**config.mk**
```make
export PLATFORM = sky130hd
export DESIGN_NAME = fetch_queue
export DESIGN_NICKNAME = d
export VERILOG_FILES = /design/src/rtl/fetch_queue.sv
export SDC_FILE = /design/constraint.sdc
export NUM_CORES = 1
export LEC_CHECK = 0
export CORE_UTILIZATION = 40
export CTS_BUF_LIST = sky130_fd_sc_hd__clkbuf_4 sky130_fd_sc_hd__clkbuf_8
export DETAILED_ROUTE_END_ITERATION = 16
export PLACE_DENSITY_LB_ADDON = 0.2
export SLEW_MARGIN = 25
export SYNTH_ARGS = -nofsm -noshare
export SYNTH_HDL_FRONTEND = slang
export SYNTH_SLANG_ARGS = --single-unit
```
**constraint.sdc**
```tcl
create_clock -name clk -period 3.25 [get_ports clk]
set_clock_uncertainty 0.15 [all_clocks]
set_input_delay 0.4875 -clock clk [delete_from_list [all_inputs] [get_ports clk]]
set_output_delay 0.4875 -clock clk [all_outputs]
set_load 0.05 [all_outputs]
```
**src/rtl/fetch_queue.sv**
```systemverilog
// fetch_queue: PC sequencer, instruction memory read issue and
// prefetch queue of {pc, insn} entries handed to decode.
//
// Ports:
//   clk, rst            clock, synchronous active-high reset
//   imem_addr_o         read address (current fetch PC)
//   imem_read_en_o      read request this cycle
//   imem_data_i         read data, valid the cycle after a request
//   redirect_i          execute redirect strobe (flushes everything)
//   redirect_pc_i       redirect target
//   valid_o / ready_i   decode handshake on the queue head
//   pc_o / insn_o       head entry
//   count_o             queue occupancy
//
// Build option: FETCH_QUEUE_BYPASS_EN lets the returning read drive
// the head directly when the queue is empty (1-cycle latency).
module fetch_queue #(
  parameter int                AWIDTH   = 32,
  parameter int                DWIDTH   = 32,
  parameter logic [AWIDTH-1:0] BASEADDR = AWIDTH'(32'h01000000),
  parameter int                DEPTH    = 4
) (
  input  logic                    clk,
  input  logic                    rst,
  output logic [AWIDTH-1:0]       imem_addr_o,
  output logic                    imem_read_en_o,
  input  logic [DWIDTH-1:0]       imem_data_i,
  input  logic                    redirect_i,
  input  logic [AWIDTH-1:0]       redirect_pc_i,
  output logic                    valid_o,
  input  logic                    ready_i,
  output logic [AWIDTH-1:0]       pc_o,
  output logic [DWIDTH-1:0]       insn_o,
  output logic [$clog2(DEPTH):0]  count_o
);

  localparam int PW = $clog2(DEPTH);
  localparam int CW = PW + 1;
  localparam logic [CW-1:0] FULL = CW'(DEPTH);

  typedef struct packed {
    logic [AWIDTH-1:0] pc;
    logic [DWIDTH-1:0] insn;
  } entry_t;

  entry_t            q_mem [DEPTH];
  logic [PW-1:0]     rd_ptr;
  logic [PW-1:0]     wr_ptr;
  logic [CW-1:0]     count;
  logic [AWIDTH-1:0] fetch_pc;
  logic [AWIDTH-1:0] pending_pc;
  logic              pending;

  logic              issue;
  logic              push;
  logic              pop;
  logic              head_byp;
  logic [CW-1:0]     occ;
  entry_t            ret;
  entry_t            head;

  // Target word alignment drops the low bits.
  logic [1:0]        unused_lsb;
  assign unused_lsb = redirect_pc_i[1:0];

  assign ret = {pending_pc, imem_data_i};

  // Credit check counts the outstanding read but ignores a
  // same-cycle pop, so a returning read always finds a free slot.
  assign occ   = count + CW'(pending);
  assign issue = !rst && !redirect_i && (occ < FULL);

`ifdef FETCH_QUEUE_BYPASS_EN
  assign head_byp = (count == '0) && pending && !redirect_i;
`else
  assign head_byp = 1'b0;
`endif

  assign valid_o = (count != '0) || head_byp;
  assign head    = head_byp ? ret : q_mem[rd_ptr];
  assign pc_o    = head.pc;
  assign insn_o  = head.insn;

  // A bypassed entry taken by decode never enters the queue.
  assign pop  = (count != '0) && ready_i && !redirect_i;
  assign push = pending && !redirect_i && !(head_byp && ready_i);

  assign imem_addr_o    = fetch_pc;
  assign imem_read_en_o = issue;
  assign count_o        = count;

  always_ff @(posedge clk) begin
    if (rst) begin
      fetch_pc   <= BASEADDR;
      pending_pc <= BASEADDR;
      pending    <= 1'b0;
      rd_ptr     <= '0;
      wr_ptr     <= '0;
      count      <= '0;
    end else if (redirect_i) begin
      fetch_pc <= {redirect_pc_i[AWIDTH-1:2], 2'b00};
      pending  <= 1'b0;
      rd_ptr   <= '0;
      wr_ptr   <= '0;
      count    <= '0;
    end else begin
      pending <= issue;
      if (issue) begin
        pending_pc <= fetch_pc;
        fetch_pc   <= fetch_pc + AWIDTH'(4);
      end
      if (push) wr_ptr <= wr_ptr + PW'(1);
      if (pop)  rd_ptr <= rd_ptr + PW'(1);
      unique case ({push, pop})
        2'b10:   count <= count + CW'(1);
        2'b01:   count <= count - CW'(1);
        default: count <= count;
      endcase
    end
  end

  always_ff @(posedge clk) begin
    if (push && !rst) q_mem[wr_ptr] <= ret;
  end

endmodule

```
==> results.sh <==
export IMPL_num_vias=7329
export IMPL_synth_async_reset_ratio_pct=0
export IMPL_synth_largest_area_cell="edfxtp_1"
export IMPL_worstMarginPinSlew_ps=1019
export IMPL_reg2reg_slack_ps=640
export IMPL_syn_inst=764
export IMPL_min_period_over_period_pct=96.14
export IMPL_numPortBuffers=162
export IMPL_cts_resized=0
export IMPL_maxSlewViolCount=0
export IMPL_grt_pass1_wl_mm=41.56
export IMPL_seq_power_share_pct=53.4
export IMPL_p_sw_w=0.001867
export IMPL_arrival_ps=2490
export IMPL_swShare_pct=22.18
export IMPL_place_gp_congestion=0.7668
export IMPL_crit_path_max_fanout=26
export IMPL_max_slew_margin_rel_pct=32.05
export IMPL_num_rows=64
export IMPL_ctsHoldBuffers=0
export IMPL_worstSetupPathType="register to primary output"
export IMPL_fin_util_pct=51.04
export IMPL_root_buffer="clkbuf_8"
export IMPL_grt_overflow=0
export IMPL_syn_cell_area_sq_um=12400
export IMPL_initial_utilization_pct=40.65
export IMPL_area_growth_pct=25.57
export IMPL_grt_max_degree=63
export IMPL_core_sq_um=30510
export IMPL_io_pins=169
export IMPL_synth_top_flop_cell="edfxtp_1"
export IMPL_maxCapViolCount=0
export IMPL_end_kind="primary output"
export IMPL_final_nets=1026
export IMPL_ant_nets=0
export IMPL_post_drt_via_cell_ratio=5.288
export IMPL_die_y_microns=178.1
export IMPL_fillers=2614
export IMPL_cts_htree_levels=2
export IMPL_clkTransAtPathRegs_ps=60
export IMPL_drive_above_1_share_pct=21.41
export IMPL_fmax_mhz=320.0
export IMPL_antenna_cells=0
export IMPL_min_period_ps=3125
export IMPL_antenna_found_initial=0
export IMPL_fp_dieArea_sq_um=31710
export IMPL_ys_seq_area_share_pct=71.36
export IMPL_drt_iter0_drc=367
export IMPL_crit_required_ps=2610
export IMPL_synth_cell_type_count=53
export IMPL_ys_ff_latch=318
export IMPL_yosysWarnings=0
export IMPL_insertion_delay_ps=550
export IMPL_dr_pass1_iters=5
export IMPL_p_clk_share_pct=40.7
export IMPL_rsz0062_at_grt="false"
export IMPL_hold_violations=0
export IMPL_avgRoutedWirePerCell_microns=19.74
export IMPL_synth_most_common_cell="edfxtp_1"
export IMPL_power_share_combinational_pct=5.9
export IMPL_netlist_top_cells_area="edfxtp_1 (60%), dfxtp_1 (11%), mux4_2 (11%), nand2_1 (2.4%), a21oi_1 (1.3%)"
export IMPL_grtUsageTotal_pct=17.28
export IMPL_routed_wl_mm=27.37
export IMPL_power_density_nw_per_um2=540.7
export IMPL_route_detailed_drc=0
export IMPL_clockBufferDepth=3
export IMPL_setup_viol=0
export IMPL_power_leakage_nw=5.135
export IMPL_synth_top_area_share_pct=60.05
export IMPL_cts_tree="yes"
export IMPL_cts_sinks=318
export IMPL_ir_worst_vdd_v=0.0002399
export IMPL_dieWidth_microns=178.1
export IMPL_cts_buffers=53
export IMPL_syn_avg_cell_area_sq_um=16.23
export IMPL_grt_pass1_vias=7409
export IMPL_outcome="complete, no violations"
export IMPL_cts_setup_buffers=0
export IMPL_synth_edf_count=248
export IMPL_critPathLaunchType="register"
export IMPL_hold_path_class="input port to register"
export IMPL_synth_common_cells="edfxtp_1 (248), nand2_1 (80), dfxtp_1 (70), mux4_2 (62), clkbuf_1 (35)"
export IMPL_setup_tns_ps=0
export IMPL_internal_power_w=0.006552
export IMPL_place_detailed_hpwl_mm=16.28
power by group through the flow:
stage	Sequential, W	Clock [W]	Combinational [W]
final	0.00450	0.00343	0.000495
after global routing	0.00450	0.00371	0.000524
after CTS	0.00450	0.00353	0.000495
after detailed placement	0.00458	0	0.000493
after global placement	0.00458	0	0.000489
after floorplan	0.00464	0	0.000197
cell usage in the layout, fill, tap and decap left out, types with 4 or more instances in the layout:
| master | netlist | final |
|---|---|---|
| edfxtp_1 | 248 | 248 |
| clkdlybuf4s50_1 | 0 | 134 |
| nand2_1 | 80 | 80 |
| dfxtp_1 | 70 | 68 |
| mux4_2 | 62 | 62 |
| clkbuf_8 | 0 | 55 |
| buf_4 | 4 | 39 |
| nor2_1 | 34 | 34 |
| a21oi_1 | 32 | 32 |
| clkbuf_4 | 0 | 26 |
| nand3_1 | 19 | 19 |
| or3_1 | 12 | 12 |
| inv_1 | 10 | 10 |
| clkinv_1 | 3 | 9 |
| o31ai_1 | 9 | 9 |
| a31oi_1 | 9 | 9 |
| a311oi_1 | 9 | 9 |
| nand4_1 | 8 | 8 |
| nor4_1 | 8 | 8 |
| nor2b_1 | 8 | 8 |
| or4_1 | 8 | 8 |
| buf_12 | 0 | 7 |
| and3_1 | 10 | 6 |
| o41a_1 | 6 | 6 |
| o311ai_0 | 6 | 6 |
| ha_1 | 6 | 6 |
| xnor2_1 | 5 | 5 |
| clkinv_2 | 0 | 5 |
| and3_4 | 0 | 4 |
| and4_1 | 4 | 4 |
| a2111oi_0 | 4 | 4 |
| o21ai_0 | 4 | 4 |
| conb_1 | 1 | 4 |
final timing paths:
kind,start,end,cells past startpoint
worst max-delay path,register,insn_o[17],3
worst min-delay path,rst,pending_pc[16],2
worst max register to register,pending,imem_addr_o[26],5
worst min register to register,pending_pc[26],pending_pc[26],2
worst max-delay path, stage by stage, from the launching register on:
cell	delay, ps
dfxtp_4	390
buf_12	240
mux4_2	540
clkdlybuf4s50_1	740
per-layer routing:
layer	up-vias	GRT usage [%]	part of all wire (%)
met1	3669	23.81	46
met3	24	4.263	6.4
li1	3392	-	-
met2	244	27.22	47
met5	-	0	0
met4	0	4.736	1.0
through the flow:
stage / cells / power, W / hold slack (ps) / instance area (sq um) / setup slack [ps]
finish: 1386 / 0.008419 / 198.4 / 15570 / 125.3
global route: 1386 / 0.008734 / 155.6 / 15570 / 3.094
floorplan: 767 / 0.004838 / 310.0 / 12410 / 134.3
CTS: 1383 / 0.008523 / 138.6 / 15500 / 51.86
detailed placement: 1289 / 0.005073 / 341.2 / 14470 / 376.4
global placement: 1289 / 0.005069 / 335.0 / 14470 / 390.2
cell type report:
cell class	instances	area, sq um	area share (%)
flip-flops and latches	318	8856	56.87
multi-input cells	383	3327	21.37
repair buffers	182	1807	11.60
clock buffers	81	952.2	6.115
well taps	396	495.5	3.182
clock inverters	13	85.08	0.5464
inverters	13	48.80	0.3134
state kept, by name, indices dropped and copies added, names as in the netlist, named ones only:
name,cells
count_o,3
imem_addr_o,30
pending,1
pending_pc,30
q_mem,248
rd_ptr,2
wr_ptr,2
kinds of logic (layout without fill, tap and decap cells):
logic type,count (synthesis),count (layout),share of synthesized area [%]
buffers and inverters,66,289,2.230
XOR/XNOR,8,8,0.5651
multiplexers,64,64,11.42
flip-flops,318,318,71.36
AND/OR/NAND/NOR,206,206,8.193
AO/OA/AOI/OAI,94,94,5.438
adder cells (fa/ha/maj),7,7,0.7668
other,1,4,0.03024
Note: power is estimated with default switching activity, not from simulation.
